--- config.mk ---
export PLATFORM = sky130hd
export DESIGN_NAME = teclado_ps2_ascii_flat
export DESIGN_NICKNAME = d
export VERILOG_FILES = /design/src/rtl/teclado_ps2_ascii_if.sv /design/src/rtl/teclado_ps2_ascii.sv /design/src/flat_wrapper.sv
export SDC_FILE = /design/constraint.sdc
export NUM_CORES = 1
export LEC_CHECK = 0
export CAP_MARGIN = 10
export CORE_MARGIN = 2
export CORE_UTILIZATION = 39
export CTS_BUF_LIST = sky130_fd_sc_hd__clkbuf_4 sky130_fd_sc_hd__clkbuf_8
export DETAILED_ROUTE_END_ITERATION = 7
export GPL_TIMING_DRIVEN = 0
export REMOVE_ABC_BUFFERS = 1
export SETUP_SLACK_MARGIN = 0.05
export SYNTH_ARGS = -nofsm -noshare
export SYNTH_HDL_FRONTEND = slang
export SYNTH_SLANG_ARGS = --single-unit
--- constraint.sdc ---
create_clock -name clk -period 5.8 [get_ports clk]
set_input_delay 1.45 -clock clk [delete_from_list [all_inputs] [get_ports clk]]
set_output_delay 1.45 -clock clk [all_outputs]
set_load 0.01 [all_outputs]
--- src/rtl/teclado_ps2_ascii_if.sv ---
// -----------------------------------------------------------------------------
// teclado_ps2_ascii_if
// Groups the PS/2 connector lines and the ASCII character bus of the keyboard
// receiver.
//   ps2_clk, ps2_data : raw PS/2 lines from the connector (asynchronous)
//   entrada           : ASCII code of the last accepted key press (held)
//   valido            : one-cycle strobe when entrada takes a new value
//   error_trama       : one-cycle strobe on parity/start/stop error or timeout
// Modports: master = keyboard side / consumer (drives the PS/2 lines),
//           slave  = receiver (teclado_ps2_ascii).
// -----------------------------------------------------------------------------
interface teclado_ps2_ascii_if;
  logic       ps2_clk;
  logic       ps2_data;
  logic [7:0] entrada;
  logic       valido;
  logic       error_trama;

  modport master (output ps2_clk, ps2_data,
                  input  entrada, valido, error_trama);
  modport slave  (input  ps2_clk, ps2_data,
                  output entrada, valido, error_trama);
endinterface

--- src/rtl/teclado_ps2_ascii.sv ---
// -----------------------------------------------------------------------------
// teclado_ps2_ascii
// PS/2 keyboard receiver (scan-code set 2) producing ASCII characters for the
// game-mode FSMs. Synchronises the PS/2 lines, receives 11-bit frames, checks
// start/parity/stop, tracks break (F0) and extended (E0) prefixes and maps
// make codes of letters, digits, space, enter and backspace to ASCII.
// Ports:
//   clk   : system clock, rising edge
//   reset : asynchronous active-low reset
//   bus   : teclado_ps2_ascii_if.slave (PS/2 lines in, ASCII bus out)
// -----------------------------------------------------------------------------
module teclado_ps2_ascii #(
  parameter int TIMEOUT_CYCLES = 50000,
  parameter int SYNC_STAGES    = 2
) (
  input  logic                 clk,
  input  logic                 reset,
  teclado_ps2_ascii_if.slave   bus
);

  localparam int TW = $clog2(TIMEOUT_CYCLES);
  localparam logic [TW-1:0] TMO_LAST = TW'(TIMEOUT_CYCLES - 1);

  typedef enum logic [1:0] {ESPERA, DATOS, PARIDAD, PARADA} frame_t;
  typedef enum logic [1:0] {NORMAL, RUPTURA, EXTENDIDO, EXT_RUPTURA} dec_t;

  // Returns {mapped, ascii}; mapped=0 for codes with no ASCII equivalent.
  function automatic logic [8:0] map_ascii(input logic [7:0] code);
    case (code)
      8'h1C: return {1'b1, 8'h41}; 8'h32: return {1'b1, 8'h42};
      8'h21: return {1'b1, 8'h43}; 8'h23: return {1'b1, 8'h44};
      8'h24: return {1'b1, 8'h45}; 8'h2B: return {1'b1, 8'h46};
      8'h34: return {1'b1, 8'h47}; 8'h33: return {1'b1, 8'h48};
      8'h43: return {1'b1, 8'h49}; 8'h3B: return {1'b1, 8'h4A};
      8'h42: return {1'b1, 8'h4B}; 8'h4B: return {1'b1, 8'h4C};
      8'h3A: return {1'b1, 8'h4D}; 8'h31: return {1'b1, 8'h4E};
      8'h44: return {1'b1, 8'h4F}; 8'h4D: return {1'b1, 8'h50};
      8'h15: return {1'b1, 8'h51}; 8'h2D: return {1'b1, 8'h52};
      8'h1B: return {1'b1, 8'h53}; 8'h2C: return {1'b1, 8'h54};
      8'h3C: return {1'b1, 8'h55}; 8'h2A: return {1'b1, 8'h56};
      8'h1D: return {1'b1, 8'h57}; 8'h22: return {1'b1, 8'h58};
      8'h35: return {1'b1, 8'h59}; 8'h1A: return {1'b1, 8'h5A};
      8'h45: return {1'b1, 8'h30}; 8'h16: return {1'b1, 8'h31};
      8'h1E: return {1'b1, 8'h32}; 8'h26: return {1'b1, 8'h33};
      8'h25: return {1'b1, 8'h34}; 8'h2E: return {1'b1, 8'h35};
      8'h36: return {1'b1, 8'h36}; 8'h3D: return {1'b1, 8'h37};
      8'h3E: return {1'b1, 8'h38}; 8'h46: return {1'b1, 8'h39};
      8'h29: return {1'b1, 8'h20}; 8'h5A: return {1'b1, 8'h0D};
      8'h66: return {1'b1, 8'h08};
      default: return 9'h000;
    endcase
  endfunction

  // ---------------- synchronisers and falling-edge detect ----------------
  logic [SYNC_STAGES-1:0] r_clk_sync, r_data_sync;
  logic                   r_clk_prev;
  logic                   w_fall, w_data;

  // NOTE: every clocked block uses non-blocking (<=) assignments so all flops
  // sample the pre-edge values; blocking here would collapse the sync chain.
  always_ff @(posedge clk or negedge reset) begin
    if (!reset) begin
      r_clk_sync  <= '1;
      r_data_sync <= '1;
      r_clk_prev  <= 1'b1;
    end else begin
      r_clk_sync  <= {r_clk_sync[SYNC_STAGES-2:0], bus.ps2_clk};
      r_data_sync <= {r_data_sync[SYNC_STAGES-2:0], bus.ps2_data};
      r_clk_prev  <= r_clk_sync[SYNC_STAGES-1];
    end
  end

  assign w_fall = r_clk_prev & ~r_clk_sync[SYNC_STAGES-1];
  assign w_data = r_data_sync[SYNC_STAGES-1];

  // ---------------- frame FSM ----------------
  frame_t        r_frame, w_frame_next;
  logic [7:0]    r_shift;
  logic [2:0]    r_bit_cnt;
  logic          r_parity;
  logic [TW-1:0] r_tmo;
  logic          w_byte_ok, w_frame_err;

  always_ff @(posedge clk or negedge reset) begin
    if (!reset) r_frame <= ESPERA;
    else        r_frame <= w_frame_next;
  end

  // NOTE: all outputs of a combinational block get a default first so no
  // path leaves them unassigned, which would infer a latch.
  always_comb begin
    w_frame_next = r_frame;
    w_byte_ok    = 1'b0;
    w_frame_err  = 1'b0;
    if (r_frame != ESPERA && !w_fall && r_tmo == TMO_LAST) begin
      w_frame_next = ESPERA;
      w_frame_err  = 1'b1;
    end else if (w_fall) begin
      case (r_frame)
        ESPERA:  if (!w_data) w_frame_next = DATOS;
                 else         w_frame_err  = 1'b1;
        DATOS:   if (r_bit_cnt == 3'd7) w_frame_next = PARIDAD;
        PARIDAD: w_frame_next = PARADA;
        PARADA: begin
          w_frame_next = ESPERA;
          // Odd parity: data plus parity bit must hold an odd number of ones.
          if (w_data && (^{r_shift, r_parity})) w_byte_ok   = 1'b1;
          else                                  w_frame_err = 1'b1;
        end
        default: w_frame_next = ESPERA;
      endcase
    end
  end

  always_ff @(posedge clk or negedge reset) begin
    if (!reset) begin
      r_shift   <= '0;
      r_bit_cnt <= '0;
      r_parity  <= 1'b0;
      r_tmo     <= '0;
    end else begin
      if (w_fall || w_frame_next == ESPERA) r_tmo <= '0;
      else                                  r_tmo <= r_tmo + 1'b1;
      if (w_fall) begin
        case (r_frame)
          ESPERA:  r_bit_cnt <= '0;
          DATOS: begin
            r_shift   <= {w_data, r_shift[7:1]};  // LSB arrives first
            r_bit_cnt <= r_bit_cnt + 1'b1;
          end
          PARIDAD: r_parity <= w_data;
          default: ;
        endcase
      end
    end
  end

  // ---------------- decode FSM ----------------
  dec_t       r_dec, w_dec_next;
  logic       w_emit;
  logic [8:0] w_map;

  assign w_map = map_ascii(r_shift);

  always_comb begin
    w_dec_next = r_dec;
    w_emit     = 1'b0;
    if (w_byte_ok) begin
      case (r_dec)
        NORMAL:
          if      (r_shift == 8'hF0) w_dec_next = RUPTURA;
          else if (r_shift == 8'hE0) w_dec_next = EXTENDIDO;
          else                       w_emit     = w_map[8];
        EXTENDIDO: w_dec_next = (r_shift == 8'hF0) ? EXT_RUPTURA : NORMAL;
        default:   w_dec_next = NORMAL;  // RUPTURA / EXT_RUPTURA swallow one byte
      endcase
    end
  end

  logic [7:0] r_entrada;
  logic       r_valido, r_error;

  always_ff @(posedge clk or negedge reset) begin
    if (!reset) begin
      r_dec     <= NORMAL;
      r_entrada <= 8'h00;
      r_valido  <= 1'b0;
      r_error   <= 1'b0;
    end else begin
      r_dec    <= w_dec_next;
      r_valido <= w_emit;
      r_error  <= w_frame_err;
      if (w_emit) r_entrada <= w_map[7:0];
    end
  end

  assign bus.entrada     = r_entrada;
  assign bus.valido      = r_valido;
  assign bus.error_trama = r_error;

endmodule

--- src/flat_wrapper.sv ---
// flat-port wrapper written by rule: the top's interface ports become plain ports
module teclado_ps2_ascii_flat 
#(
  parameter int TIMEOUT_CYCLES = 50000,
  parameter int SYNC_STAGES    = 2
)
  (clk, reset, bus_ps2_clk, bus_ps2_data, bus_entrada, bus_valido, bus_error_trama);
  teclado_ps2_ascii_if bus_i ();
  input  logic clk;
  input  logic reset;
  input wire logic [$bits(bus_i.ps2_clk)-1:0] bus_ps2_clk;
  input wire logic [$bits(bus_i.ps2_data)-1:0] bus_ps2_data;
  output wire logic [$bits(bus_i.entrada)-1:0] bus_entrada;
  output wire logic [$bits(bus_i.valido)-1:0] bus_valido;
  output wire logic [$bits(bus_i.error_trama)-1:0] bus_error_trama;
  assign bus_i.ps2_clk = bus_ps2_clk;
  assign bus_i.ps2_data = bus_ps2_data;
  assign bus_entrada = bus_i.entrada;
  assign bus_valido = bus_i.valido;
  assign bus_error_trama = bus_i.error_trama;
  teclado_ps2_ascii #(.TIMEOUT_CYCLES(TIMEOUT_CYCLES), .SYNC_STAGES(SYNC_STAGES)) u_core (.clk(clk), .reset(reset), .bus(bus_i));
endmodule
==> results of run 1 <==
## per-layer routing
metal,share of wire,vias up,GRT usage
met5,0,-,0
met4,0.010,0,0.0435
met3,0.045,7,0.0334
met2,0.46,76,0.257
met1,0.49,1138,0.231
li1,-,1202,-
## sequential cells by signal (all words and copies together) (netlist names)
| name | flops |
|---|---|
| u_core.bus.entrada | 7 |
| u_core.bus.error_trama | 1 |
| u_core.bus.valido | 1 |
| u_core.r_bit_cnt | 3 |
| u_core.r_clk_prev | 1 |
| u_core.r_clk_sync | 2 |
| u_core.r_data_sync | 2 |
| u_core.r_dec | 2 |
| u_core.r_frame | 2 |
| u_core.r_parity | 1 |
| u_core.r_shift | 8 |
| u_core.r_tmo | 16 |
## placed cells by master (no fill, tap or decap), types with 4 or more instances in the layout
cell type,count
clkbuf_8,5
mux2_2,5
xnor2_1,12
inv_1,12
a211oi_1,5
and2_1,4
o21ai_0,21
nand2_1,33
nand4_1,4
nor2b_1,7
a21oi_1,21
a31oi_1,4
nor4_1,6
dfstp_2,5
nor2_1,36
xor2_1,8
nand2b_1,6
mux2_4,7
ha_1,15
nand3_1,16
clkdlybuf4s50_1,11
dfrtp_1,41
## area by class of cell
cell class / instances / area [sq um]
sequential: 46 / 1160
tap: 102 / 128
timing repair buffer: 13 / 135
clock inverter: 3 / 28.8
fill: 744 / 4360
clock buffer: 5 / 68.8
multi-input combinational: 259 / 1720
inverter: 14 / 52.6
## cell families after synthesis
group,Yosys count,synth area share
compound gates,82,0.173
xor+xnor,21,0.0628
other cells,1,0.00123
fa+ha+maj,15,0.0616
mux,16,0.0669
simple gates,124,0.197
flops,46,0.380
buf+inv,37,0.0574
## synth_stat cells (3+ instances only)
master    number  area (sq um)
a32o_1         3          30.0
nor4_1         6          37.5
or2_2          3          18.8
ha_1          15           188
nand3_1       16          80.1
xor2_1         8          70.1
nor2_1        36           135
dfstp_2        5           131
and4_1         3          26.3
nor2b_1        7          43.8
o21ai_1        3          15.0
dfrtp_1       41          1030
o211ai_1       3          22.5
mux2_2         5          56.3
nand4_1        4          25.0
inv_1         12          45.0
mux2_4         7           105
a211oi_1       5          37.5
o21ai_0       21           105
xnor2_1       12           105
buf_4          5          37.5
a31oi_1        4          25.0
nand2b_1       6          37.5
a21oi_1       21           105
nand2_1       33           124
buf_2          8          40.0
and2_1         4          25.0
clkbuf_1       7          26.3
## stage by stage
step | cell area [sq um] | total power [mW]
after global routing | 3290 | 1.55
after CTS | 3290 | 1.43
after detailed placement | 3190 | 1.21
final | 3290 | 1.43
after global placement | 3170 | 1.20
after floorplan | 2930 | 1.01
## power breakdown
part	internal (mW)	total, mW	leakage [nW]	switching (mW)
sequential	0.373	0.562	0.602	0.189
clock	0.0903	0.215	0.0506	0.125
combinational	0.282	0.650	0.679	0.368
## worst paths after layout
kind / start / end / slack (ns) / cells after the start
max: u_core.r_shift[2]$_DFFE_PN0P_ / u_core.bus.entrada[0]$_DFFE_PN0P_ / 2.48 / 7
min: u_core.r_clk_sync[0]$_DFF_PN1_ / u_core.r_clk_sync[1]$_DFF_PN1_ / 0.36 / 0
max reg2reg: u_core.r_shift[2]$_DFFE_PN0P_ / u_core.bus.entrada[0]$_DFFE_PN0P_ / 2.48 / 7
min reg2reg: u_core.r_clk_sync[0]$_DFF_PN1_ / u_core.r_clk_sync[1]$_DFF_PN1_ / 0.36 / 0
max in group asynchronous: reset / u_core.r_clk_prev$_DFF_PN1_ / 4.26 / 2
min in group asynchronous: reset / u_core.bus.entrada[6]$_DFFE_PN0P_ / 0.99 / 1
==> metrics.yaml, run 1 <==
run_status:
  status: "completed"
pwr:
  leakage_nw: 1.33
  pwr_density_cell_nw_per_um2: 434
  max-vdd-ir-drop_mv: 0.223
sta:
  post-route-period-util: 0.572
  fmax_ghz: 0.301
  fin_setup_tns_ns: 0
  rsz0062_at_grt: "no"
  finClkSkew_ns: 0.00851
  drv_slew: 0
  holdWs_ns: 0.362
  postLayoutSetupSlackWorst_ns: 2.48
  fin_crit_ns: 3.32
  max_slew_margin: 0.189
  setup_violations: 0
  finalHoldViolCount: 0
  worst_pin_slew_ns: 1.22
critical_path:
  endpoint_kind: "flop"
  critPathSlowestCell: "dfrtp_1"
  startpoint_type: "flop"
  worst-path-buf-inv: 0
  path_max_fanout: 41
  arrival_ns: 3.52
  path_cells: "ha_1 > xnor2_1 > xnor2_1 > xnor2_1 > nor3_2 > and4_1 > mux2_4"
  required_ns: 6.00
  cp_common_cell: "xnor2_1"
  cp_top_family: "flip-flops"
  path_class: "reg2reg"
  slowest_delay_ns: 1.16
clock_network:
  cts_max_level: 2
  cts-root-buf: "clkbuf_8"
  cts_buffers: 5
  path_clk_slew_ns: 0.10
  cts_buffer_depth: 2
  insertion_delay_ns: 0.31
  postCtsHoldBufs: 0
  cts_tree: "built"
  numClockSinks: 46
  cts_resized: 0
  cts_setup_buffers: 0
place:
  dp_hpwl_um: 4470
  io_buffers: 12
  dp.cells: 434
  gp_congestion: 0.856
  place_ws_ns: 2.51
job:
  maxCapViolations: 0
global_route:
  grt_pass1_vias: 2291
  grt_max_degree: 42
  grtUsageTotal: 0.164
  antenna_found_initial: 0
  grt_pass1_wl_um: 11400
  overflow: 0
routing:
  vias: 2423
  routed_wl_um: 6610
  first_pass_iters: 5
  wl_per_cell_um: 15.0
  drc_errors: 0
  drtAntennaViolNets: 0
  post_drt_via_cell_ratio: 5.48
  first_iter_violations: 182
floorplanning:
  core_area_sq_um: 7650
  num_io_pins: 14
  dieArea_sq_um: 8540
  die_w_um: 92.4
  initial_core_util: 0.399
  die_h_um: 92.4
  fp-row-count: 32
synthesis:
  syn_avg_cell_area_sq_um: 8.92
  synthCells: 342
  synth_ff_type: "dfrtp_1"
  synth-async-reset-ratio: 1.00
  ys_ff_latch: 46
  synth_sequential_area_ratio: 0.380
  yosysWarnings: 0
  syn_area_sq_um: 3050
  synth_cell_types: 58
  synth_edf_count: 0
finish:
  stdcell_count: 442
  drive_gt1_frac: 0.103
  area_growth_syn_to_layout_pct: 7.80
  final_util: 0.430
  n_antenna_cell: 0
  nNetsFinal: 358
hold_path:
  worstHoldPathType: "reg2reg"
(Power assumes the default switching activity.)
==> run 2, diff against run 1 <==
Clock period 5.8 ns to 3.16 ns, I/O delays scaled along.
==> run 2 against run 1 <==
Net effect:
- flip-flop and latch count unchanged
- worst setup slack worse by 2.2 ns
- clock power up 84%
- fmax up 13%
- utilization about the same
- worst hold slack worse by 0.028 ns
- register-to-register slack worse by 2.2 ns
- via count unchanged
- cell area about the same
- largest power group unchanged
- highest routed layer unchanged
==> metrics.yaml, run 2 (synthesized netlist as in run 1, its figures left out) <==
run_status:
  status: "completed"  # unchanged
sta:
  post-route-period-util: 0.926  # was 0.572
  holdWs_ns: 0.334  # was 0.362 ns
  setup_violations: 0  # unchanged
  fin_setup_tns_ns: 0  # unchanged
  finClkSkew_ns: 0.00851  # unchanged
  worst_pin_slew_ns: 0.938  # was 1.22 ns
  max_slew_margin: 0.375  # was 0.189
  drv_slew: 0  # unchanged
  rsz0062_at_grt: "no"  # unchanged
  fmax_ghz: 0.342  # was 0.301 GHz
  fin_crit_ns: 2.93  # was 3.32 ns
  finalHoldViolCount: 0  # unchanged
global_route:
  antenna_found_initial: 0  # unchanged
  overflow: 0  # unchanged
  grt_pass1_vias: 2291  # unchanged
  grt_pass1_wl_um: 11400  # unchanged
  grtUsageTotal: 0.164  # unchanged
  grt_max_degree: 42  # unchanged
job:
  maxCapViolations: 0  # unchanged
place:
  dp_hpwl_um: 4470  # unchanged
  gp_congestion: 0.856  # unchanged
  io_buffers: 12  # unchanged
  place_area_sq_um: 3190  # unchanged
critical_path:
  endpoint_kind: "flop"  # unchanged
  path_class: "reg2reg"  # unchanged
  rr_startpoint: "u_core.r_shift[3]$_DFFE_PN0P_"  # was u_core.r_shift[2]$_DFFE_PN0P_
  cp_top_family: "flip-flops"  # unchanged
  slowest_delay_ns: 0.97  # was 1.16 ns
  critPathSlowestCell: "dfrtp_1"  # unchanged
  arrival_ns: 3.13  # was 3.52 ns
  crit_start: "u_core.r_shift[3]$_DFFE_PN0P_"  # was u_core.r_shift[2]$_DFFE_PN0P_
  worst-path-buf-inv: 1  # was 0
  required_ns: 3.36  # was 6.00 ns
  path_max_fanout: 31  # was 41
  startpoint_type: "flop"  # unchanged
  cp_common_cell: "o21ai_0"  # was xnor2_1
  path_cells: "inv_1 > o21ai_0 > a21oi_1 > o21ai_0 > and4_2 > mux2_4"  # was ha_1 > xnor2_1 > xnor2_1 > xnor2_1 > nor3_2 > and4_1 > mux2_4
floorplanning:
  num_io_pins: 14  # unchanged
  initial_core_util: 0.399  # unchanged
  die_w_um: 92.4  # unchanged
  die_h_um: 92.4  # unchanged
  fp-row-count: 32  # unchanged
  core_area_sq_um: 7650  # unchanged
  dieArea_sq_um: 8540  # unchanged
pwr:
  p_int_mw: 1.37  # was 746 uW
  switching_share: 0.478  # about the same
  leakage_nw: 1.33  # about the same
  max-vdd-ir-drop_mv: 0.410  # was 0.223 mV
  pwr_density_cell_nw_per_um2: 796  # was 434 nW/um^2
  p_sw_mw: 1.25  # was 682 uW
  seqPwrFrac: 0.395  # was 0.394
  combPwrFrac: 0.455  # about the same
  power_frac_clock: 0.151  # about the same
clock_network:
  cts_buffer_depth: 2  # unchanged
  path_clk_slew_ns: 0.10  # about the same
  cts_max_level: 2  # unchanged
  numClockSinks: 46  # unchanged
  cts_tree: "built"  # unchanged
  insertion_delay_ns: 0.31  # about the same
  cts-root-buf: "clkbuf_8"  # unchanged
  cts_buffers: 5  # unchanged
routing:
  wl_per_cell_um: 15.0  # unchanged
  drtAntennaViolNets: 0  # unchanged
  first_pass_iters: 5  # unchanged
  routed_wl_um: 6610  # unchanged
  drc_errors: 0  # unchanged
  first_iter_violations: 182  # unchanged
  post_drt_via_cell_ratio: 5.48  # unchanged
  vias: 2423  # unchanged
finish:
  finalInstanceArea_sq_um: 3290  # about the same
  drive_gt1_frac: 0.109  # was 0.103
  largest_reg_flops: 16  # unchanged
  n_antenna_cell: 0  # unchanged
  layout_commonest_cell: "dfrtp_1"  # unchanged
  area_growth_syn_to_layout_pct: 7.88  # was 7.80%
  largest_register: "u_core.r_tmo"  # unchanged
  final_cell_mix: "40 x dfrtp_1, 36 x nor2_1, 33 x nand2_1, 21 x a21oi_1, 21 x o21ai_0"  # was 41 x dfrtp_1, 36 x nor2_1, 33 x nand2_1, 21 x a21oi_1, 21 x o21ai_0
  fillCellCount: 742  # was 744
  nNetsFinal: 358  # unchanged
hold_path:
  worstHoldPathType: "in2async"  # was reg2reg
-- run 2: changes by cell type in the layout (fill, tap and decap cells not counted) --
cell	delta
dfrtp_2	+1
and4_1	-1
dfrtp_1	-1
and4_2	+1
-- run 2: power groups by stage --
stage | registers (mW) | logic (mW) | clock network, mW
2_1_floorplan | 0.930 | 0.926 | 0
3_3_place_gp | 1.04 | 1.16 | 0
3_5_place_dp | 1.04 | 1.18 | 0
4_1_cts | 1.02 | 1.19 | 0.412
5_1_grt | 1.07 | 1.34 | 0.439
6_report | 1.03 | 1.19 | 0.395
-- run 2: path summary, 6_finish.rpt --
path	to	slack (ns)	cells past startpoint
max	u_core.bus.entrada[0]$_DFFE_PN0P_	0.23	6
min	u_core.bus.entrada[6]$_DFFE_PN0P_	0.33	1
max reg2reg	u_core.bus.entrada[0]$_DFFE_PN0P_	0.23	6
min reg2reg	u_core.r_clk_sync[1]$_DFF_PN1_	0.36	0
max in group asynchronous	u_core.r_clk_prev$_DFF_PN1_	2.28	2
min in group clk	u_core.r_clk_sync[1]$_DFF_PN1_	0.36	0
-- run 2: repair_timing --
action,CTS,global route
setup buffers,0,0
hold buffers,0,0
pin swaps,0,0
gates resized for setup,1,1
endpoints found under the setup margin,7,7
-- run 2: routing by layer --
| metal | part of all wire | GRT usage |
|---|---|---|
| met5 | 0 | 0 |
| met1 | 0.49 | 0.231 |
| met4 | 0.010 | 0.0435 |
| met2 | 0.46 | 0.257 |
| met3 | 0.045 | 0.0334 |
-- run 2: through the flow --
step | utilization | cells | setup slack [ns] | power, mW
finish | 0.430 | 442 | 0.234 | 2.62
global route | 0.430 | 442 | 0.0771 | 2.85
CTS | 0.430 | 442 | 0.150 | 2.62
detailed placement | 0.417 | 434 | -0.129 | 2.22
global placement | 0.415 | 433 | -0.117 | 2.20
floorplan | - | 319 | 0.379 | 1.86
-- run 2: cell type report --
type                            count  area (sq um)  area share
Multi-Input combinational cell    259          1720       0.522
Tap cell                          102           128      0.0388
Clock inverter                      3          28.8     0.00875
Timing Repair Buffer               13           135      0.0411
Sequential cell                    46          1160       0.352
Inverter                           14          52.6      0.0160
Clock buffer                        5          68.8      0.0209
==> run 3, diff against run 2 <==
Settings changed: CTS_BUF_LIST sky130_fd_sc_hd__clkbuf_4 sky130_fd_sc_hd__clkbuf_8 to unset.
==> results of run 3 <==
Final layout, timing and power as in run 2 (identical DEF).
